`config.mk`:
```
export PLATFORM = sky130hd
export DESIGN_NAME = uart_loader_flat
export DESIGN_NICKNAME = d
export VERILOG_FILES = /design/src/rtl/uart_loader_if.sv /design/src/rtl/uart_loader.sv /design/src/flat_wrapper.sv
export SDC_FILE = /design/constraint.sdc
export NUM_CORES = 1
export LEC_CHECK = 0
export CORE_ASPECT_RATIO = 1.75
export CORE_UTILIZATION = 55
export DETAILED_ROUTE_END_ITERATION = 8
export PLACE_DENSITY_LB_ADDON = 0.2
export SYNTH_ARGS = -nofsm -noshare
export SYNTH_HDL_FRONTEND = slang
export SYNTH_SLANG_ARGS = --single-unit
```
`constraint.sdc`:
```
create_clock -name clk -period 7.8 [get_ports clk]
set_clock_uncertainty 0.15 [all_clocks]
set_input_delay 1.56 -clock clk [delete_from_list [all_inputs] [get_ports clk]]
set_output_delay 1.56 -clock clk [all_outputs]
set_load 0.005 [all_outputs]
```
`src/rtl/uart_loader_if.sv`:
```
// rtl/uart_loader_if.sv - UART receive FIFO and RAM write port bundle for the boot loader
interface uart_loader_if;
  logic        rx_empty;
  logic [7:0]  r_data;
  logic        rd_uart;
  logic [29:0] addr;
  logic [31:0] wdata;
  logic [3:0]  we;
  logic        busy;
  logic        cpu_run;
  logic        done;
  logic        error;

  modport master (
    input  rx_empty, r_data,
    output rd_uart, addr, wdata, we, busy, cpu_run, done, error
  );

  modport slave (
    output rx_empty, r_data,
    input  rd_uart, addr, wdata, we, busy, cpu_run, done, error
  );
endinterface

```
`src/rtl/uart_loader.sv`:
```
// rtl/uart_loader.sv - boot loader: framed UART image into RAM words, then CPU release
// Trailing checksum byte is added when LOADER_CHECKSUM_EN is defined.
module uart_loader #(
  parameter int         NUM_WORDS = 2048,
  parameter logic [7:0] SYNC_BYTE = 8'hA5
) (
  input logic           clk,
  input logic           reset,
  uart_loader_if.master bus
);

  typedef enum logic [2:0] {
    S_SYNC, S_LEN_LO, S_LEN_HI, S_DATA, S_WRITE, S_DONE, S_ERROR
`ifdef LOADER_CHECKSUM_EN
    , S_CSUM
`endif
  } state_t;

`ifdef LOADER_CHECKSUM_EN
  localparam state_t S_TAIL = S_CSUM;
`else
  localparam state_t S_TAIL = S_DONE;
`endif
  localparam logic [16:0] MAX_LEN = 17'(NUM_WORDS);

  state_t      state, state_next;
  logic        gap;
  logic        consume;
  logic        take;
  logic [15:0] len;
  logic [15:0] len_in;
  logic [15:0] widx;
  logic [1:0]  idx;
  logic [31:0] word;
`ifdef LOADER_CHECKSUM_EN
  logic [7:0]  sum;
`endif

  assign len_in = {bus.r_data, len[7:0]};

  always_comb begin
    state_next = state;
    consume    = 1'b0;
    case (state)
      S_SYNC, S_LEN_LO, S_LEN_HI, S_DATA: consume = 1'b1;
`ifdef LOADER_CHECKSUM_EN
      S_CSUM: consume = 1'b1;
`endif
      default: consume = 1'b0;
    endcase
    // the cycle after a pop is skipped so the FIFO's empty flag can settle
    take = consume && reset && !gap && !bus.rx_empty;
    case (state)
      S_SYNC:   if (take && bus.r_data == SYNC_BYTE) state_next = S_LEN_LO;
      S_LEN_LO: if (take) state_next = S_LEN_HI;
      S_LEN_HI: if (take) begin
        if ({1'b0, len_in} > MAX_LEN) state_next = S_ERROR;
        else if (len_in == 16'd0)     state_next = S_TAIL;
        else                          state_next = S_DATA;
      end
      S_DATA:   if (take && idx == 2'd3) state_next = S_WRITE;
      S_WRITE:  state_next = (widx + 16'd1 == len) ? S_TAIL : S_DATA;
`ifdef LOADER_CHECKSUM_EN
      S_CSUM:   if (take) state_next = (bus.r_data == sum) ? S_DONE : S_ERROR;
`endif
      default:  state_next = state;
    endcase
  end

  always_ff @(posedge clk) begin
    if (!reset) begin
      state <= S_SYNC;
      gap   <= 1'b0;
      len   <= 16'd0;
      widx  <= 16'd0;
      idx   <= 2'd0;
      word  <= 32'd0;
    end else begin
      state <= state_next;
      gap   <= take;
      if (take) begin
        case (state)
          S_LEN_LO: len[7:0] <= bus.r_data;
          S_LEN_HI: begin
            len[15:8] <= bus.r_data;
            widx      <= 16'd0;
            idx       <= 2'd0;
          end
          S_DATA: begin
            word[{idx, 3'b000} +: 8] <= bus.r_data;
            idx                      <= idx + 2'd1;
          end
          default: ;
        endcase
      end
      if (state == S_WRITE) widx <= widx + 16'd1;
    end
  end

`ifdef LOADER_CHECKSUM_EN
  // covers length and payload; any byte taken while hunting for sync restarts it
  always_ff @(posedge clk) begin
    if (!reset) begin
      sum <= 8'h00;
    end else if (take) begin
      case (state)
        S_SYNC:                     sum <= 8'h00;
        S_LEN_LO, S_LEN_HI, S_DATA: sum <= sum + bus.r_data;
        default: ;
      endcase
    end
  end
`endif

  assign bus.rd_uart = take;
  assign bus.we      = (state == S_WRITE) ? 4'hF : 4'h0;
  assign bus.addr    = {14'd0, widx};
  assign bus.wdata   = word;
  assign bus.busy    = (state != S_DONE) && (state != S_ERROR);
  assign bus.cpu_run = (state == S_DONE);
  assign bus.done    = (state == S_DONE);
  assign bus.error   = (state == S_ERROR);

endmodule

```
`src/flat_wrapper.sv`:
```
// flat-port wrapper written by rule: the top's interface ports become plain ports
module uart_loader_flat 
#(
  parameter int         NUM_WORDS = 2048,
  parameter logic [7:0] SYNC_BYTE = 8'hA5
)
  (clk, reset, bus_rx_empty, bus_r_data, bus_rd_uart, bus_addr, bus_wdata, bus_we, bus_busy, bus_cpu_run, bus_done, bus_error);
  uart_loader_if bus_i ();
  input logic clk;
  input logic reset;
  input wire logic [$bits(bus_i.rx_empty)-1:0] bus_rx_empty;
  input wire logic [$bits(bus_i.r_data)-1:0] bus_r_data;
  output wire logic [$bits(bus_i.rd_uart)-1:0] bus_rd_uart;
  output wire logic [$bits(bus_i.addr)-1:0] bus_addr;
  output wire logic [$bits(bus_i.wdata)-1:0] bus_wdata;
  output wire logic [$bits(bus_i.we)-1:0] bus_we;
  output wire logic [$bits(bus_i.busy)-1:0] bus_busy;
  output wire logic [$bits(bus_i.cpu_run)-1:0] bus_cpu_run;
  output wire logic [$bits(bus_i.done)-1:0] bus_done;
  output wire logic [$bits(bus_i.error)-1:0] bus_error;
  assign bus_i.rx_empty = bus_rx_empty;
  assign bus_i.r_data = bus_r_data;
  assign bus_rd_uart = bus_i.rd_uart;
  assign bus_addr = bus_i.addr;
  assign bus_wdata = bus_i.wdata;
  assign bus_we = bus_i.we;
  assign bus_busy = bus_i.busy;
  assign bus_cpu_run = bus_i.cpu_run;
  assign bus_done = bus_i.done;
  assign bus_error = bus_i.error;
  uart_loader #(.NUM_WORDS(NUM_WORDS), .SYNC_BYTE(SYNC_BYTE)) u_core (.clk(clk), .reset(reset), .bus(bus_i));
endmodule
```
Word-level counts from Yosys, hierarchy flattened
Cells that the tools add are included.
- $lt $le $gt $ge: 1
- reduce and logical (&&, ||, !) cells: 21
- muxes and demuxes: 15
- equality and inequality tests: 15
- shift-type cells: 2
- $add $sub $neg: 3
- operators by type and width (cell ; number):
    16-bit 2-to-1 mux ; 3
    32-bit bitwise mux ; 1
    8-bit by 7-bit variable shift with 32-bit output (first input constant) ; 1
    8-bit by 7-bit variable part select with 32-bit output ; 1
    3-bit 2-to-1 mux ; 7
    16-bit by 1-bit adder with 16-bit output (second input constant) ; 1
    16-bit == test ; 1
    16-bit by 12-bit greater-than comparator with 1-bit output (second input constant) ; 1
    16-bit logical NOT ; 1
    3-bit case mux with 5 select lines ; 1
    2-bit AND reduction ; 5
    3-bit == test (second input constant) ; 3
    8-bit == test (second input constant) ; 1
    5-bit negation with 7-bit output ; 1
    3-bit by 2-bit == test with 1-bit output (second input constant) ; 2
    1-bit logical AND ; 6
    3-bit inequality test (second input constant) ; 2
    2-bit nonzero test ; 3
    5-bit AND reduction ; 1
    5-bit nonzero test ; 1
    4-bit 2-to-1 mux ; 1
    2-bit by 1-bit inequality test with 1-bit output (second input constant) ; 2
    2-bit inequality test (second input constant) ; 2
    2-bit case mux with 2 select lines ; 1
    other kinds (7) ; 8
- logic and storage cells: 64
- bits in registers: 70

Depth between registers and ports, before layout
- word-level depth: 9
- mapped depth: 9
- gate-level depth less buffers: 7

Worst setup path before layout
No wires, ideal clock.
- path kind: input port to output port
- start point: input port bus_rx_empty
- end point: output port bus_rd_uart
- required time: 6090 ps
- data arrival time: 2201 ps
- path slack: 3889 ps
- stages: 2
- buffers on the path: 1
- cells stage by stage: nor4b_1 clkbuf_1
- longest elaborated chain between the ends: 2
- ends and longest elaborated chain (what ; line ; text):
    start: declaration ; flat_wrapper.sv:11 ; input wire logic [$bits(bus_i.rx_empty)-1:0] bus_rx_empty;
    1-bit logical NOT ; uart_loader.sv:52 ; take = consume && reset && !gap && !bus.rx_empty;
    1-bit logical AND ; uart_loader.sv:52 ;
    end: declaration ; flat_wrapper.sv:13 ; output wire logic [$bits(bus_i.rd_uart)-1:0] bus_rd_uart;
Every way passes these cells.

Worst setup path after layout
- start point: input port reset
- end point: output port bus_rd_uart
- longest elaborated chain between the ends: 3
- ends and longest elaborated chain (what ; line ; text):
    start: declaration ; flat_wrapper.sv:10 ; input logic reset;
    1-bit logical AND (3 in a row) ; uart_loader.sv:52 ;
Every way passes these cells.

==> key figures <==
Clock network
  – Hold buffer count at CTS: 0
  – Clk slew on worst S/H paths: 0.05 ns
  – Root Driver: sky130_fd_sc_hd__clkbuf_16
  – Number of buffers inserted by post-CTS setup repair: 0
  – Clock net sink count: 70
  – Clock Latency Late Sink: 0.33 ns
  – Htree depth: 3
  – Max Buffers Root-to-Sink: 2
  – PostCTS Resize Cnt: 0
  – Clock buffers created by TritonCTS: 9
  – CTS tree: yes

Synthesis
  – Top flip-flop cell by instance count after synthesis: sky130_fd_sc_hd__dfxtp_1
  – Number of cells produced by synthesis: 476
  – FF+latch count, synth: 70
  – Main combinational cell family by area after synthesis: simple AND/OR/NAND/NOR gates
  – Post-synthesis share of cell area spent on xor and xnor gates: 4.907%
  – Simple-gate portion of the synthesized area: 28.81%
  – Most frequently used cell type in the post-synthesis netlist: sky130_fd_sc_hd__nand2_1
  – Distinct cells, synth: 62
  – Cell area after synthesis: 3749 um2
  – Fraction of synthesized area in multiplexers: 2.704%
  – Top cell type's share of synthesized area: 37.38%
  – Per-instance average area after synthesis: 7.875 um2
  – Compound-gate portion of the synthesized area: 15.65%
  – Cell type with the largest total area after synthesis: sky130_fd_sc_hd__dfxtp_1
  – Adder and majority cell fraction of the synthesized area: 2.003%
  – Count of yosys warnings during synthesis: 0
  – Most area-consuming cells after synthesis: sky130_fd_sc_hd__dfxtp_1 37%, sky130_fd_sc_hd__nand2_1 7.8%, sky130_fd_sc_hd__a21oi_1 7.5%
  – Proportion of synthesized chip area in sequential cells: 37.38%
  – Number of enable-type register cells in the synthesized netlist: 0
  – Ys async rst share: 0%
  – Leading post-synthesis cells by instance count: 78 x sky130_fd_sc_hd__nand2_1, 70 x sky130_fd_sc_hd__dfxtp_1, 56 x sky130_fd_sc_hd__a21oi_1

Route
  – Per-cell via count in the routed design: 5.793
  – Detail Route Antenna Nets: 0
  – Iter 0 DRT Violations: 281
  – Detailed-route wire length per cell: 16.09 um
  – First-pass iteration count of the detailed router: 7
  – Remaining DRCs: 0
  – Routed vias: 3,493
  – WL final: 9704 um

Run status
  – Run status: completed

Power
  – Peak ir drop on the vdd network: 0.0001547 V
  – Fraction of power spent switching nets: 20.16%
  – Standby leakage power: 1.632 nW
  – Combinational group share of total power: 2.9%
  – Proportion of power drawn by the clock network: 53.2%
  – Internal power summed over all cells: 0.6526 mW
  – Net switching power of the design: 0.1648 mW
  – Share of power burned in registers: 43.8%
  – Power Total: 0.8174 mW
  – Power density of the placed cells: 177.3 nW/um2

STA
  – Hold slack: 0.2987 ns
  – Worst Max-Slew Pin Slew: 0.9441 ns
  – Total negative setup slack: 0 ns
  – Worst slew margin relative to its limit: 36.57%
  – Min Clock Period, post-route: 5.333 ns
  – Final Hold Fails: 0
  – Final period utilization: 68.37%
  – Final worst slack: 2.467 ns
  – Final Setup Violations: 0
  – Setup repair after global routing missed its margin: no
  – Fmax achieved: 187.5 MHz
  – Number of max-slew violations in the final report: 0

Layout
  – Post-layout net count: 533
  – Post-route cell area: 4611 um2
  – Synthesis-to-layout area growth: 23.00%
  – Diodes inserted: 0
  – Layout cells sized above 1: 5.758%

Placed design
  – Dpl ws: 2.503 ns
  – Placed cell area: 4294 um2
  – Post-detailed-placement half-perimeter wirelength: 6614 um
  – IO Port Bufs: 67
  – Routability-driven placement congestion ratio: 0.9275

Setup path
  – Worst Reg-to-Reg Cells: 7
  – Most Frequent Cell on Critical Path: sky130_fd_sc_hd__clkdlybuf4s50_1
  – Register-to-register setup slack: 4.61 ns
  – Setup CP Type: input port to output pin
  – Largest stage delay on the critical path: 0.76 ns
  – Kind of end point of the critical path: output pin
  – CP Data Arrival Time: 3.62 ns
  – CP required: 6.09 ns
  – Critical path peak fanout: 12
  – Cell type of the slowest stage on the worst timing path: sky130_fd_sc_hd__nor4b_2
  – Cells traversed along the worst timing path: clkdlybuf4s50_1 > nor4b_2 > clkdlybuf4s50_1
  – CP Launch Type: input port

Global route
  – Vias in the first global route: 3,289
  – Pin count of the biggest net entering global routing: 66
  – Wire length of the first global-routing pass: 15,790 um
  – Number of antenna violations at the first check in global routing: 0
  – Total congestion overflow after global routing: 0
  – Global Route Usage Sum: 28.33%

Die
  – Area enclosed by the die boundary: 7162 um2
  – Site Rows: 39
  – Top Ports: 82
  – Core area: 6539 um2
  – Starting utilization of the core area: 57.33%
  – Die Wd: 64.41 um
  – Die height: 111.2 um

Min path
  – Number of stages on the worst hold path: 2
  – Type of the worst min-delay path: flop to flop

Job
  – Max Cap Violations: 0
-- path summary, 6_finish.rpt --
| path | startpoint | to |
|---|---|---|
| worst max-delay path | reset | bus_rd_uart |
| worst min-delay path | u_core.bus.wdata[12] | u_core.bus.wdata[12] |
| worst max register to register | u_core.widx[0] | u_core.state[2] |
| worst min register to register | u_core.bus.wdata[12] | u_core.bus.wdata[12] |
-- kinds of logic (layout without fill, tap and decap cells) --
kind of cell	Yosys count	in the layout
other	1	14
flip-flops	70	70
buffers and inverters	58	90
XOR/XNOR	21	21
AO/OA/AOI/OAI	98	98
multiplexers	10	10
AND/OR/NAND/NOR	212	212
adder cells (fa/ha/maj)	6	6
-- worst max-delay path: cells and delay by family --
family / cells / cell delay [ns]
buffers and inverters: 2 / 1.30
and+or+nand+nor: 1 / 0.76
-- flip-flops by register name, indices dropped and copies added, names as in the netlist --
| register | count |
|---|---|
| u_core.idx | 2 |
| u_core.bus.wdata | 32 |
| u_core.widx | 16 |
| u_core.len | 16 |
| u_core.state | 3 |
| u_core.gap | 1 |
-- per-stage QoR --
step	std cells	utilization, %
3_3_place_gp	587	65.67
4_1_cts	603	70.51
6_report	603	70.51
2_1_floorplan	489	-
5_1_grt	603	70.51
3_5_place_dp	587	65.67
-- final cells by class --
type / instances / area [um2]
clock buffers: 12 / 246.5
fillers: 565 / 1928
flip-flops and latches: 70 / 1401
multi-input cells: 361 / 2086
inverters: 5 / 18.77
clock inverters: 4 / 70.07
repair buffers: 69 / 685.7
well taps: 82 / 102.6
-- power groups by stage --
stage | Sequential [mW] | Combinational [mW] | Clock [mW]
2_1_floorplan | 0.366 | 0.0175 | 0
4_1_cts | 0.358 | 0.0233 | 0.442
3_5_place_dp | 0.366 | 0.0231 | 0
3_3_place_gp | 0.366 | 0.0228 | 0
5_1_grt | 0.358 | 0.0254 | 0.459
6_report | 0.358 | 0.0239 | 0.435
-- cell usage in the layout, fill, tap and decap left out, types with 3 or more instances in the layout --
master / count
sky130_fd_sc_hd__nor2b_1: 5
sky130_fd_sc_hd__a31oi_1: 3
sky130_fd_sc_hd__conb_1: 14
sky130_fd_sc_hd__dfxtp_1: 70
sky130_fd_sc_hd__clkdlybuf4s50_1: 67
sky130_fd_sc_hd__clkbuf_16: 9
sky130_fd_sc_hd__a21oi_1: 56
sky130_fd_sc_hd__xnor2_1: 16
sky130_fd_sc_hd__nand3_1: 41
sky130_fd_sc_hd__and2_1: 7
sky130_fd_sc_hd__inv_1: 5
sky130_fd_sc_hd__nand4_1: 4
sky130_fd_sc_hd__ha_1: 6
sky130_fd_sc_hd__xor2_1: 5
sky130_fd_sc_hd__nor4_1: 6
sky130_fd_sc_hd__nand2_1: 78
sky130_fd_sc_hd__mux2i_1: 9
sky130_fd_sc_hd__and3_1: 5
sky130_fd_sc_hd__o21ai_0: 14
sky130_fd_sc_hd__nor3_1: 8
sky130_fd_sc_hd__nor3b_1: 6
sky130_fd_sc_hd__nor2_1: 31
-- layer usage --
layer | share of wire (%) | vias up | track usage (%)
li1 | - | 1711 | -
met1 | 39 | 1638 | 30.82
met2 | 52 | 116 | 48.49
met3 | 4.2 | 28 | 6.481
met4 | 4.1 | 0 | 16.89
met5 | 0 | - | 0
Power figures use the tool's default switching activity.
